==> config.mk <==
export PLATFORM = sky130hd
export DESIGN_NAME = e203_exu_oitf_mt
export DESIGN_NICKNAME = d
export VERILOG_FILES = /design/src/rtl/e203_exu_oitf_mt.sv
export SDC_FILE = /design/constraint.sdc
export NUM_CORES = 1
export LEC_CHECK = 0
export ABC_AREA = 1
export CORE_MARGIN = 1.5
export CORE_UTILIZATION = 40
export CTS_BUF_LIST = sky130_fd_sc_hd__clkbuf_16
export DETAILED_ROUTE_END_ITERATION = 8
export PLACE_DENSITY = 0.64
export SLEW_MARGIN = 5
export SYNTH_ARGS = -nofsm -noshare
export SYNTH_HDL_FRONTEND = slang
export SYNTH_SLANG_ARGS = --single-unit
==> constraint.sdc <==
create_clock -name clk -period 2.8 [get_ports clk]
set_input_delay 0.56 -clock clk [delete_from_list [all_inputs] [get_ports clk]]
set_output_delay 0.56 -clock clk [all_outputs]
set_load 0.01 [all_outputs]
==> src/rtl/e203_exu_oitf_mt.sv <==
// Multithread-aware outstanding instruction track FIFO for the long pipe.
// Dispatch allocates entries. Write-back retires the oldest entry. Same-thread RAW/WAW hazards are flagged.
module e203_exu_oitf_mt #(
  parameter int OITF_DEPTH  = 2,
  parameter int THREADS_NUM = 2,
  parameter int ITAG_WIDTH  = 1,
  parameter int RFIDX_WIDTH = 5,
  parameter int PC_SIZE     = 32
) (
  input  logic                   clk,
  input  logic                   rst,
  // Handshake semantics: dis_ena is a completed transfer and is only legal while dis_ready=1.
  // oitf_ret_ena is a completed pop and is only legal while oitf_empty=0.
  // An illegal request is ignored and leaves all state untouched.
  input  logic                   dis_ena,
  output logic                   dis_ready,
  output logic [ITAG_WIDTH-1:0]  dis_ptr,
  input  logic [THREADS_NUM-1:0] dis_thread_sel,
  input  logic [RFIDX_WIDTH-1:0] dis_rdidx,
  input  logic                   dis_rdwen,
  input  logic                   dis_rdfpu,
  input  logic [PC_SIZE-1:0]     dis_pc,
  input  logic [THREADS_NUM-1:0] disp_thread_sel,
  input  logic                   disp_rs1en,
  input  logic                   disp_rs2en,
  input  logic                   disp_rs3en,
  input  logic                   disp_rdwen,
  input  logic                   disp_rs1fpu,
  input  logic                   disp_rs2fpu,
  input  logic                   disp_rs3fpu,
  input  logic                   disp_rdfpu,
  input  logic [RFIDX_WIDTH-1:0] disp_rs1idx,
  input  logic [RFIDX_WIDTH-1:0] disp_rs2idx,
  input  logic [RFIDX_WIDTH-1:0] disp_rs3idx,
  input  logic [RFIDX_WIDTH-1:0] disp_rdidx,
  output logic                   oitfrd_match_disprs1,
  output logic                   oitfrd_match_disprs2,
  output logic                   oitfrd_match_disprs3,
  output logic                   oitfrd_match_disprd,
  output logic                   oitf_empty,
  output logic [ITAG_WIDTH-1:0]  oitf_ret_ptr,
  output logic [RFIDX_WIDTH-1:0] oitf_ret_rdidx,
  output logic [PC_SIZE-1:0]     oitf_ret_pc,
  output logic                   oitf_ret_rdwen,
  output logic                   oitf_ret_rdfpu,
  output logic [THREADS_NUM-1:0] oitf_ret_thread_sel,
  input  logic                   oitf_ret_ena
);

  localparam logic [ITAG_WIDTH-1:0] LAST_IDX = ITAG_WIDTH'(OITF_DEPTH - 1);

  logic [ITAG_WIDTH-1:0]  alloc_ptr, ret_ptr;
  logic                   alloc_flg, ret_flg;
  logic [OITF_DEPTH-1:0]  vld;
  logic [RFIDX_WIDTH-1:0] rdidx_q  [OITF_DEPTH];
  logic                   rdwen_q  [OITF_DEPTH];
  logic                   rdfpu_q  [OITF_DEPTH];
  logic [PC_SIZE-1:0]     pc_q     [OITF_DEPTH];
  logic [THREADS_NUM-1:0] thread_q [OITF_DEPTH];

  logic full, empty, dis_fire, ret_fire;

  assign full      = (alloc_ptr == ret_ptr) && (alloc_flg != ret_flg);
  assign empty     = (alloc_ptr == ret_ptr) && (alloc_flg == ret_flg);
  assign dis_ready = ~full;
  assign dis_fire  = dis_ena & ~full;
  assign ret_fire  = oitf_ret_ena & ~empty;

  always_ff @(posedge clk) begin
    if (rst) begin
      alloc_ptr <= '0;
      alloc_flg <= 1'b0;
      ret_ptr   <= '0;
      ret_flg   <= 1'b0;
      vld       <= '0;
      for (int i = 0; i < OITF_DEPTH; i++) begin
        rdidx_q[i]  <= '0;
        rdwen_q[i]  <= 1'b0;
        rdfpu_q[i]  <= 1'b0;
        pc_q[i]     <= '0;
        thread_q[i] <= '0;
      end
    end else begin
      if (ret_fire) begin
        vld[ret_ptr] <= 1'b0;
        ret_ptr      <= (ret_ptr == LAST_IDX) ? '0 : ret_ptr + 1'b1;
        if (ret_ptr == LAST_IDX) ret_flg <= ~ret_flg;
      end
      // Alloc and retire never hit the same slot in one cycle, because full or empty blocks one side.
      if (dis_fire) begin
        vld[alloc_ptr]      <= 1'b1;
        rdidx_q[alloc_ptr]  <= dis_rdidx;
        rdwen_q[alloc_ptr]  <= dis_rdwen;
        rdfpu_q[alloc_ptr]  <= dis_rdfpu;
        pc_q[alloc_ptr]     <= dis_pc;
        thread_q[alloc_ptr] <= dis_thread_sel;
        alloc_ptr           <= (alloc_ptr == LAST_IDX) ? '0 : alloc_ptr + 1'b1;
        if (alloc_ptr == LAST_IDX) alloc_flg <= ~alloc_flg;
      end
    end
  end

  assign dis_ptr             = alloc_ptr;
  assign oitf_empty          = empty;
  assign oitf_ret_ptr        = ret_ptr;
  assign oitf_ret_rdidx      = rdidx_q[ret_ptr];
  assign oitf_ret_pc         = pc_q[ret_ptr];
  assign oitf_ret_rdwen      = rdwen_q[ret_ptr];
  assign oitf_ret_rdfpu      = rdfpu_q[ret_ptr];
  assign oitf_ret_thread_sel = thread_q[ret_ptr];

  // A live entry of the same thread that writes the same register in the same register file.
  function automatic logic any_hit(input logic fpu, input logic [RFIDX_WIDTH-1:0] idx);
    logic hit;
    hit = 1'b0;
    for (int i = 0; i < OITF_DEPTH; i++) begin
      if (vld[i] && rdwen_q[i] && (thread_q[i] == disp_thread_sel) &&
          (rdfpu_q[i] == fpu) && (rdidx_q[i] == idx))
        hit = 1'b1;
    end
    return hit;
  endfunction

  assign oitfrd_match_disprs1 = disp_rs1en & any_hit(disp_rs1fpu, disp_rs1idx);
  assign oitfrd_match_disprs2 = disp_rs2en & any_hit(disp_rs2fpu, disp_rs2idx);
  assign oitfrd_match_disprs3 = disp_rs3en & any_hit(disp_rs3fpu, disp_rs3idx);
  assign oitfrd_match_disprd  = disp_rdwen & any_hit(disp_rdfpu, disp_rdidx);

endmodule

### After elaboration in Yosys (flattened, before gate mapping)

Memory sizes are Yosys's and may differ from the RTL's. A register that Yosys moved wholly into a read port is not among the register bits.
Cells that the tools add are included.

| cells by class | value |
|---|---|
| eq/ne operators | 21 |
| shift operators | 0 |
| add/subtract/negate cells | 2 |
| reduce and logical (&&, ||, !) cells | 31 |
| order comparisons | 4 |
| bitwise gates (word level) | 13 |
| mux-type cells | 47 |
| $mul | 0 |
| div/mod/pow operators | 0 |

Operator list:

| cell | count |
|---|---|
| 5-bit equality test | 8 |
| 1-bit 2-to-1 mux | 39 |
| 32-bit 2-to-1 mux | 1 |
| 32-bit OR reduction | 1 |
| 1-bit logical AND | 24 |
| 1-bit equality test | 10 |
| 2-bit 2-to-1 mux | 4 |
| 1-bit bitwise AND | 6 |
| 5-bit 2-to-1 mux | 1 |
| 5-bit OR reduction | 1 |
| 2-bit equality test | 2 |
| 1-bit by 2-bit less-than comparator with 1-bit output (second input constant) | 2 |
| 1-bit inverter | 4 |
| 2-bit AND reduction | 2 |
| 1-bit adder (second input constant) | 2 |
| 2-bit bitwise AND | 1 |
| 1-bit demux with 1-bit select | 2 |
| 1-bit >= comparator (second input constant) | 2 |
| 2-bit inverter | 1 |
| 2-bit bitwise OR | 1 |
| 1-bit OR reduction | 2 |
| 2-bit OR reduction | 1 |
| 1-bit != test | 1 |

| storage, ports and cells | value |
|---|---|
| ROM bits | 0 |
| memories | 5 |
| memory bits (writable) | 82 |
| register bits | 6 |
| latch bits | 0 |
| word-level logic and storage cells | 128 |

Memory list:

| memory | depth | width | read ports | clocked after memory_dff | write ports | RTL line | source |
|---|---|---|---|---|---|---|---|
| pc_q | 2 | 32 | 1 | 1 | 2 | 58 | `logic [PC_SIZE-1:0] pc_q [OITF_DEPTH];` |
| rdidx_q | 2 | 5 | 3 | 1 | 2 | 55 | `logic [RFIDX_WIDTH-1:0] rdidx_q [OITF_DEPTH];` |
| thread_q | 2 | 2 | 3 | 1 | 2 | 59 | `logic [THREADS_NUM-1:0] thread_q [OITF_DEPTH];` |
| rdfpu_q | 2 | 1 | 3 | 1 | 2 | 57 | `logic rdfpu_q [OITF_DEPTH];` |
| rdwen_q | 2 | 1 | 3 | 1 | 2 | 56 | `logic rdwen_q [OITF_DEPTH];` |

### Logic depth before layout (Yosys ltp)

| logic depth | value |
|---|---|
| depth in word-level cells | 10 |
| mapped depth | 7 |

### Worst setup path before layout

No wires, ideal clock.

| path | value |
|---|---|
| kind | register to register |
| start point | register alloc_ptr (netlist: dis_ptr) |
| end point | memory pc_q[0][0], enable pin |
| path buffers | 1 |
| arrival time | 1.947 ns |
| cell stages (with the launch flop) | 6 |
| path slack | 0.454 ns |
| setup time | 0.399 ns |
| path through | dfxtp_1 xnor2_2 nand2_4 nand3_4 buf_6 nand2_1 |

RTL lines:

| what | RTL line | source |
|---|---|---|
| from (decl) | 52 | `logic [ITAG_WIDTH-1:0] alloc_ptr, ret_ptr;` |
| from (signal assigned) | 97 | `alloc_ptr <= (alloc_ptr == LAST_IDX) ? '0 : alloc_ptr + 1'b1;` |
| to (decl) | 58 |  |

### Final worst setup path

| path | value |
|---|---|
| start point | input port disp_thread_sel[1] |
| end point | output port oitfrd_match_disprs2 |

| between the ends | value |
|---|---|
| longest elaborated chain between the ends | 7 |
| elaborated cells on any way between the ends | 11 |
| classes of those cells | eq/ne (2); mux (2); bitwise (1); reduce/logical (6) |

Ends and longest elaborated chain:

| what | RTL line | source |
|---|---|---|
| from (decl) | 23 | `input logic [THREADS_NUM-1:0] disp_thread_sel,` |
| 2-bit equality test | 117 | `if (vld[i] && rdwen_q[i] && (thread_q[i] == disp_thread_sel) &&` |
| 1-bit logical AND (2 in series) | 117 |  |
| 1-bit logical AND | 118 | `(rdfpu_q[i] == fpu) && (rdidx_q[i] == idx))` |
| 1-bit 2-to-1 mux | 117 |  |
| 1-bit 2-to-1 mux (*) | 117 |  |
| 1-bit bitwise AND (*) | 125 | `assign oitfrd_match_disprs2 = disp_rs2en & any_hit(disp_rs2fpu, disp_rs2idx);` |
| to (decl) | 37 | `output logic oitfrd_match_disprs2,` |

Every way passes the cells marked *; elsewhere a longest branch is shown, timed or not.

==> results.md <==
* Post-DR wirelength/cell at 14.70 um
* Width of the die at 113.2 um
* DP HPWL at 8932 um
* Number of global-route vias before repair at 4016
* Yosys cell types at 24
* DR vias/cell at 4.728
* Routed Antenna Nets at 0
* Core area at 11910 um^2
* Simple-gate share of the synthesized area at 25.90%
* Tcrit/Tclk final at 94.26%
* Worst Skew at 0.004013 ns
* Setup crit start kind: primary input
* Synth warn at 0
* Mean post-synth cell area at 9.016 um^2
* Fraction of layout instances using a drive strength above 1 at 15.66%
* Final hold viol count at 0
* Synthesized-area fraction occupied by adder cells at 0.2575%
* Largest family of logic cells by synthesized area: simple AND/OR/NAND/NOR gates
* FF+latch count, synth at 89
* WL final at 12120 um
* Register area share after synthesis at 53.55%
* # DRC at 0
* Fmax at 378.9 MHz
* DR pass1 iterations at 4
* Slew @ Worst Pin at 0.5065 ns
* Overflow after GRT at 0
* XOR/XNOR Fraction of Synth Area at 1.416%
* Vias at 3896
* Highest net fanout along the worst path at 4
* Number of post-CTS setup repair buffers at 0
* Status: finished clean
* CP Capture Type: output pin
* Relative slew margins at 66.17%
* Initial DRC count at 255
* Worst slack at placement at -0.08827 ns
* Die Area at 12820 um^2
* Setup violators final at 0
* H-tree Lvls at 3
* Hold WC Path Type: flop to flop
* Initial antenna violation count at 0
* RSZ-0062 raised after global routing: no
* Largest net degree at the start of global routing at 43
* Die Height at 113.2 um
* First-pass GRT wire length at 19440 um
* Nets at 749
* Root buffer cell: clkbuf_16
* Io pins at 124
* Mapped Nets at 615
* Power consumption at 3.682 mW
* Compound-Gate Fraction of Synth Area at 1.777%
* CTS tree: done
* Total GRT Usage at 20.00%
* Max-cap violations at 0
* Cells after Synth at 539
* CP Class: primary input to output pin
* Largest buffer count on any clock path at 2
* Cell Rows at 40
* Synth Cell Area at 4860 um^2
* I/O Buffers at 123
* Setup WS post-layout at 0.1607 ns
* Setup TNS at 0 ns
* Critical path required time at 2.24 ns
* Worst-Skew Late Latency at 0.33 ns
* Reg clk slew, reported paths at 0.06 ns
* Pins Over Slew Limit at 0
* Area post-placement at 6335 um^2
* Clk sink count at 89
* Area growth, synth to finish at 35.48%
* Power density over cell area at 559.2 nW/um^2
* Peak supply drop at 0.3728 mV
* Final Critical Period at 2.639 ns
* Mux cell area share after synthesis at 7.647%
* CTS buffer count at 9
* # diodes at 0
* Leakage at 2.980 nW
* Initial core utilization at 40.80%
* Worst EP arrival at 2.08 ns
* Routability Congestion at 0.8277
* Design area at 6584 um^2
==> layout by cell type (no fill, tap or decap), types with 2 or more instances in the layout <==
cell type        netlist  layout
nand2_1              153     151
clkdlybuf4s50_1        0     119
inv_1                 92      94
edfxtp_1              82      82
nor2_1                76      76
nor2_2                36      36
mux2_2                33      33
o21ai_0               10      10
clkbuf_16              0       9
buf_4                  0       9
nand3_1                8       8
nand4_1                8       8
dfxtp_1                7       6
a21oi_1                5       5
buf_12                 0       5
xor2_1                 4       4
dlygate4sd2_1          0       4
nor2_4                 3       3
xnor2_1                2       2
nand2_2                0       2
clkinv_2               0       2
==> per-stage QoR <==
stage,util (%),hold slack [ns],instances
after floorplan,-,0.4438,539
after global placement,53.18,0.4901,809
after detailed placement,53.18,0.5032,809
after CTS,55.27,0.5140,824
after global routing,55.27,0.5349,824
final,55.27,0.5007,824
==> routing by layer <==
| metal | GRT usage [%] | wire (um) | part of all wire (%) |
|---|---|---|---|
| met5 | 0 | 0 | 0 |
| met4 | 9.417 | 385 | 3.2 |
| met3 | 4.874 | 744 | 6.1 |
| met2 | 34.22 | 5837 | 48 |
| met1 | 23.75 | 5147 | 42 |
==> cell type report <==
cell class	count	area, um^2
clock buffers	9	225.2
clock inverters	6	28.78
fillers	1096	5328
inverters	92	345.3
multi-input cells	344	1803
flip-flops and latches	89	2604
well taps	147	183.9
repair buffers	137	1394
==> sequential cells by signal, summed over array words and instances (netlist names), named ones only <==
| signal | flops |
|---|---|
| pc_q | 64 |
| rdidx_q | 10 |
| thread_q | 4 |
| rdfpu_q | 2 |
| rdwen_q | 2 |
| vld | 2 |
| alloc_flg | 1 |
| dis_ptr | 1 |
| oitf_ret_ptr | 1 |
| ret_flg | 1 |
==> worst paths after layout <==
| kind | startpoint | end | slack (ns) | depth (start not counted) |
|---|---|---|---|---|
| worst min-delay path | vld[0] | vld[0] | 0.50 | 2 |
| worst min register to register | vld[0] | vld[0] | 0.50 | 2 |
| worst max register to register | ret_flg | pc_q[1][21] | 0.96 | 6 |
| worst max-delay path | disp_thread_sel[1] | oitfrd_match_disprs2 | 0.16 | 9 |
==> kinds of logic (layout without fill, tap and decap cells) <==
family          count (synthesis)  in the layout
buf+inv                       106            244
fa+ha+maj                       1              1
simple gates                  287            287
flops                          89             89
mux                            33             33
compound gates                 16             16
xor+xnor                        7              7
==> repair_timing <==
item | 4_1_cts | 5_1_grt
hold buffers | 0 | 0
endpoints found under the setup margin | 4 | 0
gates resized for setup | 4 | 0
==> power breakdown <==
part	total (mW)	internal, mW	switching, mW
Clock	1.04	0.583	0.454
Sequential	1.67	1.59	0.0794
Combinational	0.978	0.512	0.466
==> Yosys cell counts <==
| master | n | area share, % |
|---|---|---|
| o21ai_0 | 10 | 1.0 |
| inv_1 | 92 | 7.1 |
| nor2_2 | 36 | 4.6 |
| dfxtp_1 | 7 | 2.9 |
| ha_1 | 1 | 0.26 |
| nand4_1 | 8 | 1.0 |
| xnor2_1 | 2 | 0.36 |
| nand4_4 | 1 | 0.44 |
| nor2_1 | 76 | 5.9 |
| nand3_1 | 8 | 0.82 |
| a21oi_1 | 5 | 0.51 |
| buf_2 | 1 | 0.10 |
| mux2_2 | 33 | 7.6 |
| nand2_1 | 153 | 12 |
| a21boi_2 | 1 | 0.23 |
| clkbuf_1 | 3 | 0.23 |
| nand3_4 | 1 | 0.36 |
| edfxtp_1 | 82 | 51 |
| buf_1 | 2 | 0.15 |
| xor2_1 | 4 | 0.72 |
| nor2_4 | 3 | 0.70 |
| nand2_4 | 1 | 0.23 |
| buf_6 | 8 | 1.9 |
| xnor2_2 | 1 | 0.33 |
==> worst max-delay path, cell delays in order <==
cell and delay [ns]:
clkdlybuf4s50_1 0.51, inv_1 0.07, nand2_1 0.06, nand3_1 0.07, nor2_1 0.13, buf_4 0.15, nand4_1 0.07, a21oi_1 0.16
dlygate4sd2_1 0.29
Note: power is estimated with default switching activity, not from simulation.
